<file path="config.mk">
export PLATFORM = sky130hd
export DESIGN_NAME = stp_frame_ctrl
export DESIGN_NICKNAME = d
export VERILOG_FILES = /design/src/rtl/stp_frame_ctrl.sv
export SDC_FILE = /design/constraint.sdc
export NUM_CORES = 1
export LEC_CHECK = 0
export CAP_MARGIN = 20
export CORE_MARGIN = 5
export CORE_UTILIZATION = 35
export CTS_CLUSTER_SIZE = 12
export DETAILED_ROUTE_END_ITERATION = 8
export GPL_ROUTABILITY_DRIVEN = 0
export PLACE_DENSITY = 0.57
export SLEW_MARGIN = 25
export SYNTH_ARGS = -nofsm -noshare
export SYNTH_HDL_FRONTEND = slang
export SYNTH_SLANG_ARGS = --single-unit
</file>
<file path="constraint.sdc">
create_clock -name clk -period 2 [get_ports clk]
set_clock_uncertainty 0.1 [all_clocks]
set_input_delay 0.4 -clock clk [delete_from_list [all_inputs] [get_ports clk]]
set_output_delay 0.4 -clock clk [all_outputs]
set_load 0.01 [all_outputs]
</file>
<file path="src/rtl/stp_frame_ctrl.sv">
// rtl/stp_frame_ctrl.sv - serial sync-hunting frame receiver with consumer handshake
module stp_frame_ctrl #(
    parameter logic [3:0] SYNC_PATTERN = 4'b1101,
    parameter int         PAYLOAD_BITS = 8
) (
    input  logic                    clk,
    input  logic                    n_rst,
    input  logic                    ser_in,
    input  logic                    shift_en,
    input  logic                    abort,
    input  logic                    data_ready,
    input  logic                    clr_err,
    output logic [PAYLOAD_BITS-1:0] data_out,
    output logic                    data_valid,
    output logic                    sync_found,
    output logic                    busy,
    output logic                    overrun
);

    localparam int              CW       = $clog2(PAYLOAD_BITS + 1);
    localparam logic [CW-1:0]   LAST_CNT = CW'(PAYLOAD_BITS);

    typedef enum logic {
        HUNT = 1'b0,
        LOAD = 1'b1
    } state_t;

    state_t                  r_state;
    logic [3:0]              r_window;
    logic [2:0]              r_fill;
    logic [CW-1:0]           r_bit_cnt;
    logic [PAYLOAD_BITS-1:0] r_payload;
    logic [PAYLOAD_BITS-1:0] r_data_out;
    logic                    r_data_valid;
    logic                    r_sync_found;
    logic                    r_overrun;

    state_t                  w_state;
    logic [3:0]              w_window;
    logic [2:0]              w_fill;
    logic [CW-1:0]           w_bit_cnt;
    logic [PAYLOAD_BITS-1:0] w_payload;
    logic [PAYLOAD_BITS-1:0] w_data_out;
    logic                    w_data_valid;
    logic                    w_sync_found;
    logic                    w_overrun;

    logic [3:0]              w_win_shift;
    logic [2:0]              w_fill_inc;
    logic [PAYLOAD_BITS-1:0] w_pay_shift;
    logic [CW-1:0]           w_cnt_inc;
    logic                    w_complete;

    // Next-state and next-output decode: hunt for the sync word, collect payload, run the handshake
    always_comb begin
        w_state      = r_state;
        w_window     = r_window;
        w_fill       = r_fill;
        w_bit_cnt    = r_bit_cnt;
        w_payload    = r_payload;
        w_data_out   = r_data_out;
        w_data_valid = r_data_valid;
        w_overrun    = r_overrun;
        w_sync_found = 1'b0;
        w_complete   = 1'b0;

        w_win_shift  = {r_window[2:0], ser_in};
        w_fill_inc   = (r_fill == 3'd4) ? 3'd4 : r_fill + 3'd1;
        w_pay_shift  = {r_payload[PAYLOAD_BITS-2:0], ser_in};
        w_cnt_inc    = r_bit_cnt + CW'(1);

        if (abort) begin
            // Abandon wins over any detection or completion on this edge
            w_state   = HUNT;
            w_window  = 4'd0;
            w_fill    = 3'd0;
            w_bit_cnt = '0;
            w_payload = '0;
        end else if (shift_en) begin
            case (r_state)
                HUNT: begin
                    w_window = w_win_shift;
                    w_fill   = w_fill_inc;
                    if ((w_win_shift == SYNC_PATTERN) && (w_fill_inc == 3'd4)) begin
                        w_sync_found = 1'b1;
                        w_state      = LOAD;
                        w_bit_cnt    = '0;
                        w_payload    = '0;
                        w_window     = 4'd0;
                        w_fill       = 3'd0;
                    end
                end
                LOAD: begin
                    w_payload = w_pay_shift;
                    w_bit_cnt = w_cnt_inc;
                    if (w_cnt_inc == LAST_CNT) begin
                        // Fill restarts at zero so the next sync needs four fresh bits
                        w_complete = 1'b1;
                        w_state    = HUNT;
                        w_window   = 4'd0;
                        w_fill     = 3'd0;
                        w_bit_cnt  = '0;
                    end
                end
                default: w_state = HUNT;
            endcase
        end

        // A completed frame is only accepted if the output slot is free or freed on this edge
        if (w_complete && (!r_data_valid || data_ready)) begin
            w_data_out   = w_pay_shift;
            w_data_valid = 1'b1;
        end else if (r_data_valid && data_ready) begin
            w_data_valid = 1'b0;
        end

        // Overrun set has priority over the clear request
        if (w_complete && r_data_valid && !data_ready) begin
            w_overrun = 1'b1;
        end else if (clr_err) begin
            w_overrun = 1'b0;
        end
    end

    // State and output registers with asynchronous active-low reset
    always_ff @(posedge clk or negedge n_rst) begin
        if (!n_rst) begin
            r_state      <= HUNT;
            r_window     <= 4'd0;
            r_fill       <= 3'd0;
            r_bit_cnt    <= '0;
            r_payload    <= '0;
            r_data_out   <= '0;
            r_data_valid <= 1'b0;
            r_sync_found <= 1'b0;
            r_overrun    <= 1'b0;
        end else begin
            r_state      <= w_state;
            r_window     <= w_window;
            r_fill       <= w_fill;
            r_bit_cnt    <= w_bit_cnt;
            r_payload    <= w_payload;
            r_data_out   <= w_data_out;
            r_data_valid <= w_data_valid;
            r_sync_found <= w_sync_found;
            r_overrun    <= w_overrun;
        end
    end

    assign data_out   = r_data_out;
    assign data_valid = r_data_valid;
    assign sync_found = r_sync_found;
    assign busy       = (r_state == LOAD);
    assign overrun    = r_overrun;

endmodule

</file>
# [Word-level counts from Yosys, hierarchy flattened]
# Index checks and enable logic that the tools add are counted.
# Widths: inputs -> output; s select.
[word_totals] input_bits=7 out_inout_bits=12 ff_bits=29 word_cells=67
[classes] reduce_logical=13 mux=36 bitwise_logic=1 addsub=2 n_eq_ne=6
[ops] op="$mux 3" count=9
[ops] op="$mux 7" count=3
[ops] op="$mux 4" count=4
[ops] op="$mux 1" count=15
[ops] op="$pmux 7 s2" count=1
[ops] op="$pmux 3 s2" count=2
[ops] op="$eq 4x4->1 const B" count=2
[ops] op="$pmux 4 s2" count=1
[ops] op="$eq 3x3->1 const B" count=2
[ops] op="$reduce_bool 2->1" count=3
[ops] op="$logic_and 1x1->1" count=5
[ops] op="$add 4x1->4 const B" count=1
[ops] op="$reduce_and 2->1" count=2
[ops] op="$add 3x1->3 const B" count=1
[ops] op="$ne 3x2->1 const B" count=1
[ops] op="$ne 3x3->1 const B" count=1
[ops] op="$logic_not 1->1" count=2
[ops] op="$pmux 1 s2" count=1
[ops] op="$logic_or 1x1->1" count=1
[ops] op="$not 1->1" count=1

# [Depth between registers and ports, before layout]
# Gate-level depths: netlist of the first run.
[depth] depth_word=9 ltp_mapped=8 depth_no_buf=7

# [Worst setup path before layout of the first run]
# Ideal clock, no wire load.
[synth_timing] path_kind="reg2reg" startpoint="register r_fill[0]" endpoint="register r_bit_cnt[1]" period_less_slack_ns=1.784 setup_slack_ns=0.216 required_ns=1.778 arrival_ns=1.562 setup_time_ns=0.122 n_path_buf=1 path_stages_with_launch=8 cell_sequence="dfrtp_1 -> inv_1 -> ha_1 -> inv_1 -> a32oi_1 -> o31a_1 -> buf_2 -> a32o_1"
[synth_between] elab_chain_len=6 elab_cells_between_ends=7 cone_classes="1 x add/sub; 3 x eq/ne; 1 x mux; 2 x reduce/logical"
[synth_rtl] element="from (decl)" line="30" source="logic [2:0] r_fill;"
[synth_rtl] element="from (signal assigned)" line="140" source="r_fill <= w_fill;"
[synth_rtl] element="$add 3x1->3 / $eq 3x3->1 (equally long branches)" line="68" source="w_fill_inc = (r_fill == 3'd4) ? 3'd4 : r_fill + 3'd1;"
[synth_rtl] element="$mux 3 *" line="68"
[synth_rtl] element="$eq 3x3->1 *" line="84" source="if ((w_win_shift == SYNC_PATTERN) && (w_fill_inc == 3'd4)) begin"
[synth_rtl] element="$logic_and 1x1->1 *" line="84"
[synth_rtl] element="$ne 3x3->1 (no source line) *"
[synth_rtl] element="$reduce_and 2->1 (no source line) *"
[synth_rtl] element="to (signal assigned)" line="141" source="r_bit_cnt <= w_bit_cnt;"
[synth_rtl] element="to (decl)" line="31" source="logic [CW-1:0] r_bit_cnt;"
# Mark *: on every way between the ends. The rest lies on a longest branch, timed or not.
# A chain may end at the register's enable or synchronous reset.

# [Worst setup path after layout of the first run]
[layout_timing] startpoint="register r_fill[0]" endpoint="register r_bit_cnt[3]"
# The elaborated chain is that of the path after synthesis.

==> results of run 1 <==
metal layers:
metal	track usage [%]	part of all wire (%)	wire length (um)
met3	4.571	6.2	180
met4	6.681	2.1	61
met5	0	0	0
met1	15.00	44	1290
met2	18.30	47	1385
area by class of cell:
cell class	instances	area (sq um)
sequential	29	725.7
fill	348	1928
inverter	9	33.78
clock inverter	1	30.03
clock buffer	7	86.33
tap	48	60.06
multi-input combinational	78	589.3
timing repair buffer	29	262.8
path summary, 6_finish.rpt:
path | end | slack, ps | startpoint
setup / recovery | r_bit_cnt[3] | 100 | r_fill[0]
hold / removal | sync_found | 400 | n_rst
setup reg to reg | r_bit_cnt[3] | 100 | r_fill[0]
hold reg to reg | r_payload[6] | 410 | r_payload[6]
max in group asynchronous | data_valid | 1120 | n_rst
min in group clk | r_payload[6] | 410 | r_payload[6]
stage by stage:
step	TNS, ps	util [%]	hold WS (ps)	power, mW
6_report	0	48.11	403.3	1.336
3_5_place_dp	-350.9	44.58	390.7	0.7217
5_1_grt	-24.42	48.11	422.0	1.400
4_1_cts	0	47.71	405.9	1.353
3_3_place_gp	-286.2	44.58	367.1	0.7170
2_1_floorplan	0	-	4.409	0.6733
cells in the final DEF (no fill, tap or decap):
cell	n
nor3_1	3
nand4b_1	1
o21a_4	1
nand3_4	1
o21ai_1	1
o22a_1	2
bufinv_16	1
and3_1	1
o22ai_1	1
a22o_1	7
clkbuf_8	6
a32oi_2	1
clkdlybuf4s50_1	18
and2_1	1
mux2_2	9
o31ai_1	5
nor2_1	7
nand2b_1	2
a2bb2oi_1	1
nand3_1	3
a21o_1	1
a32o_1	2
clkbuf_1	1
o21ai_0	4
o221a_2	1
o31a_1	1
nor3b_1	1
nand2_1	12
a21bo_2	1
a21oi_2	1
dfrtp_1	29
or4_1	1
inv_1	9
buf_4	11
a221oi_1	1
ha_1	4
nand3b_1	1
registers in the layout, summed over array words and instances (netlist names):
| register | flops |
|---|---|
| overrun | 1 |
| busy | 1 |
| r_window | 3 |
| r_fill | 3 |
| data_valid | 1 |
| r_payload | 7 |
| sync_found | 1 |
| r_bit_cnt | 4 |
| data_out | 8 |
timing repair:
action / in CTS / in global routing
endpoints found under the hold margin: 0 / 0
setup endpoints to repair: 0 / 8
resized for setup: 0 / 1
hold buffers: 0 / 0
buffers inserted: 0 / 1
report_power, final:
part / internal [mW] / switching, mW
Combinational: 0.0482 / 0.0568
Sequential: 0.599 / 0.0140
Clock: 0.405 / 0.213
Total: 1.05 / 0.283
logic make-up (layout without fill, tap and decap cells):
kind of cell / after synthesis / in the layout
simple gates: 34 / 34
mux: 9 / 9
buf+inv: 13 / 46
fa+ha+maj: 4 / 4
flops: 29 / 29
compound gates: 31 / 31
==> key figures, run 1 <==
Outcome
  – Status: completed

Worst setup path
  – Worst endpoint required time: 2060 ps
  – R2R cell count: 8
  – Critical path capture point type: register
  – CP Cell Sequence: inv_1 > ha_1 > inv_1 > a32oi_2 > o31a_1 > buf_4 > a2bb2oi_1 > o21ai_1
  – Worst path top cell family by delay: compound AO/OA/AOI/OAI gates
  – CP startpoint kind: register
  – Cell mode on critical path: inv_1
  – Worst path depth: 8
  – WP buf/inv: 3
  – Worst Path Class, Setup: register to register
  – Worst Path Arrival: a little under 2000 ps
  – Max Fanout on Critical Path: 6
  – Critical path's slowest cell: dfrtp_1
  – CP max stage delay: 420 ps

Place
  – Placed cell count: 192
  – Dpl ws: -48.37 ps
  – DP Area: 1657 sq um
  – DP HPWL: about 2.1 mm
  – Port buffer count: 18

Logic synthesis
  – Synthesized area: ~1400 sq um
  – Share of Yosys cell area claimed by the top area cell type: 53.31%
  – Async S/R FF share, synth: 100.0%
  – Sequential cell area fraction in the yosys report: 53.31%
  – Cells after Synth: 120
  – Syn Nets: 131
  – Count leader, synth: dfrtp_1
  – Top post-synthesis cells by area: dfrtp_1 53%, mux2_2 7.4%, a22o_1 4.5%
  – Synthesized area per cell: approximately 11 sq um
  – Synth warn: 0
  – Primary FF master, synth: dfrtp_1
  – Synth unique cells: 33
  – Commonest cells in the netlist: 29 x dfrtp_1, 12 x nand2_1, 9 x inv_1, 9 x mux2_2
  – Synth Register Bits: 29
  – Synth Area in Adders: 3.676%
  – Largest family of logic cells by synthesized area: compound AO/OA/AOI/OAI gates
  – Yosys top cell by area: dfrtp_1
  – EDFF count, synth: 0
  – Simple-Gate Fraction of Synth Area: 12.87%
  – Fraction of the mapped netlist area in compound gates: 18.75%
  – Synthesized-area fraction occupied by xor and xnor cells: 0%
  – Mux cell area share after synthesis: 7.445%

GRT
  – First-pass GRT wire length: 4.843 mm
  – Global Route Usage Sum: 12.18%
  – Initial antenna violation count: 0
  – Total gr overflow: 0
  – Largest net degree at the start of global routing: 30
  – Vias in the first global route: just over 1000

Power
  – Pwr dens: approximately 750 nW/um^2
  – Max IR drop VDD: ~400 uV
  – Static Leak: 0.8225 nW

Cells and area
  – # nets final: 163
  – Design Area, Final: 1788 sq um
  – Layout cells sized above 1: 21.57%
  – Non-filler cells, final: 201
  – # diodes: 0
  – Area Overhead vs Synth: 31.34%

Die
  – Initial Util: 36.63%
  – IO Pins: 19
  – Die height: 72.37 um
  – Row count: 22
  – Die Footprint: 5237 sq um
  – Core area: 3716 sq um
  – Die width: 72.37 um

Clocking
  – TritonCTS clock tree: yes
  – CTS clock-pin slew for the worst setup and hold paths: 60 ps
  – Worst-Skew Late Latency: 270 ps
  – Longest Clk Path Bufs: 2
  – Clk root buf: clkbuf_8
  – CTS Sinks: 29
  – H-tree Lvls: 2
  – Num CTS Buffers: 5

Timing
  – Actual slew at the worst max-slew pin: 375.2 ps
  – Final WS setup: 98.93 ps
  – Period utilization: 95.05%
  – Final hold violation count: 0
  – Final Setup Violations: 0
  – Slew Viols, Final: 0
  – Fmax achieved: between 500 and 600 MHz
  – Slew headroom: 74.99%
  – Fin crit period: between 1500 and 2000 ps

Drt
  – Pre-Repair DR Iteration Count: 4
  – DRC viols: 0
  – DR iter-0 viols: 58
  – Routed wire length: 2.916 mm
  – Via-to-Cell Ratio: 5.333
  – Routed Antenna Nets: 0
  – Routed via count: 1072
  – WL/cell: 14.51 um

Run
  – Max cap viols: 0

Hold path
  – Worst Hold Class: input port to asynchronous set/reset pin
No activity file was read; power rests on OpenSTA's default activity.
==> run 2, diff against run 1 <==
--- a/config.mk
+++ b/config.mk
@@ -5,6 +5,7 @@
 export SDC_FILE = /design/constraint.sdc
 export NUM_CORES = 1
 export LEC_CHECK = 0
+export ABC_AREA = 1
 export CAP_MARGIN = 20
 export CORE_MARGIN = 5
 export CORE_UTILIZATION = 35
==> run 2 against run 1 <==
  * Sequential share of layout area down 0.83 points
  * Critical path depth unchanged
  * Core utilization down 3.1 points
  * Worst setup slack better by 80 ps
  * Combinational power up 32%
  * Clock power down 26%
  * Sequential power up 0.8%
  * Synthesized cell count up 43%
==> key figures, run 2 <==
Die
  – Die width: 75.17 um
  – Core area: 4058 sq um
  – Die Footprint: 5651 sq um
  – Initial Util: between 30% and 40%
  – Die height: approximately 75 um
  – IO Pins: 19
  – Row count: 23

Worst setup path
  – Reg-to-Reg Start: r_fill[0]
  – CP max stage delay: about 380 ps
  – CP Cell Sequence: inv_1 > ha_1 > o21ai_2 > nand3_2 > nand2_2 > nand2_2 > nand2_1 > o21ai_2
  – Worst Path Arrival: 1880 ps
  – CP startpoint kind: register
  – CP Launch Point: r_fill[0]
  – Max Fanout on Critical Path: 22
  – R2R cell count: 8
  – R2r setup slk: 180 ps
  – Critical path capture point type: register
  – Worst Path Class, Setup: register to register
  – CP endpoint: r_payload[2]
  – Reg-to-reg endpoint: r_payload[2]
  – Worst endpoint required time: 2060 ps
  – Critical path's slowest cell: dfrtp_1

Logic synthesis
  – Syn Nets: 183
  – Primary FF master, synth: dfrtp_1
  – Synth Register Bits: 29
  – Share of Yosys cell area claimed by the top area cell type: 48.82%
  – Cells after Synth: 172
  – Synthesized area: roughly 1500 sq um
  – Commonest cells in the netlist: 59 x nand2_1, 29 x dfrtp_1, 15 x inv_1, 15 x o21ai_2, 11 x nand4_1
  – Sequential cell area fraction in the yosys report: 48.82%
  – Synthesized area per cell: 8.642 sq um
  – Synth unique cells: 18
  – EDFF count, synth: 0
  – Synth warn: 0
  – Top post-synthesis cells by area: dfrtp_1 49%, nand2_1 15%, o21ai_2 8.8%
  – Async S/R FF share, synth: 100.0%
  – Count leader, synth: nand2_1
  – Yosys top cell by area: dfrtp_1

Place
  – Dpl ws: 65.02 ps
  – DP HPWL: 2.222 mm
  – DP Area: between 1500 and 2000 sq um
  – Port buffer count: 18

Cells and area
  – # diodes: 0
  – Layout cells sized above 1: between 20% and 30%
  – Area Overhead vs Synth: 22.81%
  – Reg area: approximately 730 sq um
  – Most common cell after layout, fill and taps aside: nand2_1
  – Design Area, Final: 1826 sq um
  – Area of the multi-input gates: 658.1 sq um
  – # nets final: 210
  – Number of filler cells placed in the layout: a little under 400
  – Max reg flops: 8
  – Commonest non-fill, non-tap cells in the layout: 59 x nand2_1, 29 x dfrtp_1, 18 x clkdlybuf4s50_1, 15 x inv_1, 15 x o21ai_2

Timing
  – Hold WS: 378.1 ps
  – Fmax achieved: 549.1 MHz
  – Slew headroom: 71.14%
  – Actual slew at the worst max-slew pin: 431.4 ps
  – Slew Viols, Final: 0
  – Fin Setup TNS: 0 ps
  – Final Setup Violations: 0
  – Fin crit period: between 1500 and 2000 ps
  – Period utilization: about nine tenths
  – Final WS setup: 178.7 ps
  – RSZ-0062 raised after global routing: false
  – Final hold violation count: 0

Clocking
  – Longest Clk Path Bufs: 2
  – Num CTS Buffers: 5
  – TritonCTS clock tree: yes
  – Setup Fix Bufs, Post-CTS: 0
  – CTS resizes: 0
  – Clk root buf: clkbuf_8
  – Worst-Skew Late Latency: 280 ps
  – CTS Sinks: 29
  – Cts hold-fix bufs: 0
  – H-tree Lvls: 2
  – CTS clock-pin slew for the worst setup and hold paths: 60 ps

Outcome
  – Status: completed

Power
  – Static Leak: 0.8492 nW
  – Total power draw: 1.215 mW
  – Max IR drop VDD: 484.9 uV
  – Pwr dens: roughly 670 nW/um^2

GRT
  – Met2 Track Usage GR: a little over a fifth
  – First-pass GRT wire length: 5.547 mm
  – Largest net degree at the start of global routing: 30
  – Vias in the first global route: 1265
  – GR peak layer: met2
  – Met3 usage: 3.471%
  – Global Route Usage Sum: 13.08%
  – Total gr overflow: 0
  – Initial antenna violation count: 0
  – GR met1 Demand/Resource: between 15 and 20%

Drt
  – Routed wire length: 3.072 mm
  – Pre-Repair DR Iteration Count: 4
  – DRC viols: 0
  – Routed via count: 1171
  – WL/cell: roughly 12 um
  – Via-to-Cell Ratio: 4.684
  – DR iter-0 viols: 66
  – Routed Antenna Nets: 0

Hold path
  – Worst Hold Class: register to register

Run
  – Max cap viols: 0
run 2: cell count changes after synthesis, moves of 7 or more:
cell     delta
nand2_2     +8
o21ai_2    +15
a22o_1      -7
nand2_1    +47
mux2_2      -9
nand4_1    +11
run 2: through the flow:
stage,cells,util (%)
after global routing,250,44.99
after CTS,249,44.80
after floorplan,172,-
final,250,44.99
after global placement,241,42.77
after detailed placement,241,42.77
run 2: worst min path at each step:
stage	from	to	slack (ps)	depth (start not counted)
final	data_out[4]	data_out[4]	380	2
after detailed placement	data_out[4]	data_out[4]	360	2
after CTS	data_out[4]	data_out[4]	380	2
after floorplan	n_rst	busy	4	0
after global routing	data_out[4]	data_out[4]	410	2
after global placement	data_out[4]	data_out[4]	370	2
run 2: area by class of cell:
cell class / count / share of cell area, %
sequential: 29 / 39.75
multi-input combinational: 122 / 36.05
timing repair buffer: 26 / 13.16
clock buffer: 6 / 3.975
tap: 50 / 3.427
inverter: 15 / 3.084
clock inverter: 2 / 0.5483
run 2: logic make-up (layout without fill, tap and decap cells):
| logic type | count (synthesis) | in the layout | synth area share [%] |
|---|---|---|---|
| adder cells (fa/ha/maj) | 4 | 4 | 3.367 |
| flip-flops | 29 | 29 | 48.82 |
| buffers and inverters | 21 | 49 | 6.902 |
| AO/OA/AOI/OAI | 20 | 20 | 10.52 |
| AND/OR/NAND/NOR | 98 | 98 | 30.39 |
run 2: power breakdown:
part / leakage, nW / switching (mW) / internal [mW]
combinational: 0.403 / 0.0838 / 0.0549
clock: 0.0450 / 0.218 / 0.240
sequential: 0.401 / 0.0146 / 0.603
total: 0.849 / 0.316 / 0.899
run 2: layer usage:
metal	routed length [um]	vias to the layer above	part of all wire [%]
met5	0	-	0
met4	80	0	2.6
met3	111	7	3.6
met2	1460	19	48
met1	1419	538	46
li1	-	607	-
run 2: worst max-delay path, delay by kind of cell, from the launching register on:
kind	cells	cell delay, ps
AOI/OAI and AO/OA	2	220
buffers and inverters	1	90
adders and majority gates	1	330
DFF	1	380
and+or+nand+nor	4	570
==> run 3, diff against run 2 <==
--- a/config.mk
+++ b/config.mk
@@ -8,11 +8,12 @@
 export ABC_AREA = 1
 export CAP_MARGIN = 20
 export CORE_MARGIN = 5
-export CORE_UTILIZATION = 35
+export CORE_UTILIZATION = 50
 export CTS_CLUSTER_SIZE = 12
 export DETAILED_ROUTE_END_ITERATION = 8
 export GPL_ROUTABILITY_DRIVEN = 0
-export PLACE_DENSITY = 0.57
+export PLACE_DENSITY = 0.75
+export REMOVE_ABC_BUFFERS = 1
 export SLEW_MARGIN = 25
 export SYNTH_ARGS = -nofsm -noshare
 export SYNTH_HDL_FRONTEND = slang
==> run 3 against run 2 <==
  * Global-route usage grew 4.6 points
  * Clock power shrank 23%
  * Clock-buffer cell count shrank 1
  * Wire length grew 0.62%
==> key figures, run 3 (synthesis gave the netlist of run 2 again) <==
Timing
  – Slew headroom: 70.90%
  – Final Setup Violations: 0
  – Hold WS: 329.5 ps
  – Final WS setup: approximately 130 ps
  – Period utilization: 93.66%
  – Slew Viols, Final: 0
  – Fmax achieved: 533.9 MHz
  – Final hold violation count: 0
  – RSZ-0062 raised after global routing: false
  – Fin Setup TNS: 0 ps
  – Actual slew at the worst max-slew pin: 434.9 ps
  – Fin crit period: 1873 ps

Worst setup path
  – Critical path's slowest cell: clkdlybuf4s50_1
  – R2r setup slk: 180 ps
  – CP startpoint kind: register
  – Max Fanout on Critical Path: 6
  – Worst path top cell family by delay: buffers and inverters
  – WP buf/inv: 1
  – CP Cell Sequence: clkdlybuf4s50_1
  – CP max stage delay: 580 ps
  – Critical path capture point type: output pin
  – Worst Path Class, Setup: register to output pin
  – Reg-to-reg endpoint: r_payload[0]
  – Reg-to-Reg Start: r_fill[0]
  – R2R cell count: 8
  – Worst Path Arrival: 1370 ps
  – Worst endpoint required time: approximately 1500 ps

Drt
  – WL/cell: approximately 13 um
  – DRC viols: 0
  – Pre-Repair DR Iteration Count: 4
  – Routed wire length: ~3 mm
  – Routed via count: between 1000 and 1500
  – DR iter-0 viols: between 60 and 70
  – Routed Antenna Nets: 0
  – Via-to-Cell Ratio: 5.361

Die
  – Die Footprint: 4163 sq um
  – Initial Util: 52.99%
  – Die width: 64.53 um
  – Core area: 2805 sq um
  – IO Pins: 19
  – Die height: 64.53 um
  – Row count: 19

Cells and area
  – Reg area: around 730 sq um
  – Max reg flops: 8
  – Number of filler cells placed in the layout: 249
  – Area of the multi-input gates: 658.1 sq um
  – Most common cell after layout, fill and taps aside: nand2_1
  – Layout cells sized above 1: 21.11%
  – Area Overhead vs Synth: 18.85%
  – Commonest non-fill, non-tap cells in the layout: 59 x nand2_1, 29 x dfrtp_1, 18 x clkdlybuf4s50_1, 15 x inv_1, 15 x o21ai_2
  – Non-filler cells, final: 230
  – # nets final: 209
  – # diodes: 0
  – Design Area, Final: 1767 sq um

Place
  – Dpl ws: 1.750 ps
  – DP Area: 1704 sq um
  – DP HPWL: 2.263 mm
  – Placed cell count: 221
  – Port buffer count: 18

Clocking
  – Clk root buf: clkbuf_4
  – Longest Clk Path Bufs: 2
  – CTS Sinks: 29
  – Cts hold-fix bufs: 0
  – TritonCTS clock tree: yes
  – Worst-Skew Late Latency: between 300 and 400 ps
  – CTS resizes: 0
  – CTS clock-pin slew for the worst setup and hold paths: roughly 110 ps
  – H-tree Lvls: 2
  – Num CTS Buffers: 5

GRT
  – Total gr overflow: 0
  – Global Route Usage Sum: about 18%
  – Vias in the first global route: about 1200
  – Initial antenna violation count: 0
  – First-pass GRT wire length: around 5.6 mm
  – Largest net degree at the start of global routing: 30

Power
  – Pwr dens: 626.0 nW/um^2
  – Max IR drop VDD: approximately 430 uV
  – Static Leak: 0.8304 nW

Run
  – Max cap viols: 0

Hold path
  – Worst Hold Class: input port to asynchronous set/reset pin

Outcome
  – Status: completed
[run 3: how the worst max path moves through the flow]
stage,cells after the start,slack [ps],end,from
6_report,1,130,busy,busy
5_1_grt,8,30,r_payload[0],r_fill[0]
4_1_cts,8,90,data_out[1],r_bit_cnt[0]
3_5_place_dp,8,2,r_payload[6],ser_in
3_3_place_gp,8,50,r_payload[0],ser_in
2_1_floorplan,8,300,r_payload[0],r_fill[0]
[run 3: metrics by stage]
stage	power, mW	util, %
floorplan	0.7163	-
global placement	0.7588	60.75
detailed placement	0.7667	60.75
global route	1.167	62.98
finish	1.106	62.98
CTS	1.120	62.71
[run 3: per-layer routing]
metal	GRT usage [%]	vias to the layer above	part of all wire, %
li1	-	609	-
met1	21.09	599	45
met2	29.51	17	50
met3	4.491	8	2.7
met4	9.499	0	2.4
met5	0	-	0
[run 3: area by class of cell]
type / instances / share of cell area, %
multi-input cells: 122 / 37.25
inverters: 15 / 3.187
clock buffers: 5 / 2.125
flip-flops and latches: 29 / 41.08
clock inverters: 3 / 0.9915
well taps: 31 / 2.195
repair buffers: 25 / 13.17
[run 3: repair_timing]
item | in CTS | in global routing
endpoints found under the hold margin | 0 | 0
setup buffers | 0 | 1
endpoints found under the setup margin | 0 | 8
[run 3: power by group]
part           internal (mW)  switching [mW]  total, mW
registers              0.602          0.0141      0.617
clock network          0.132           0.220      0.352
logic                 0.0528          0.0842      0.137
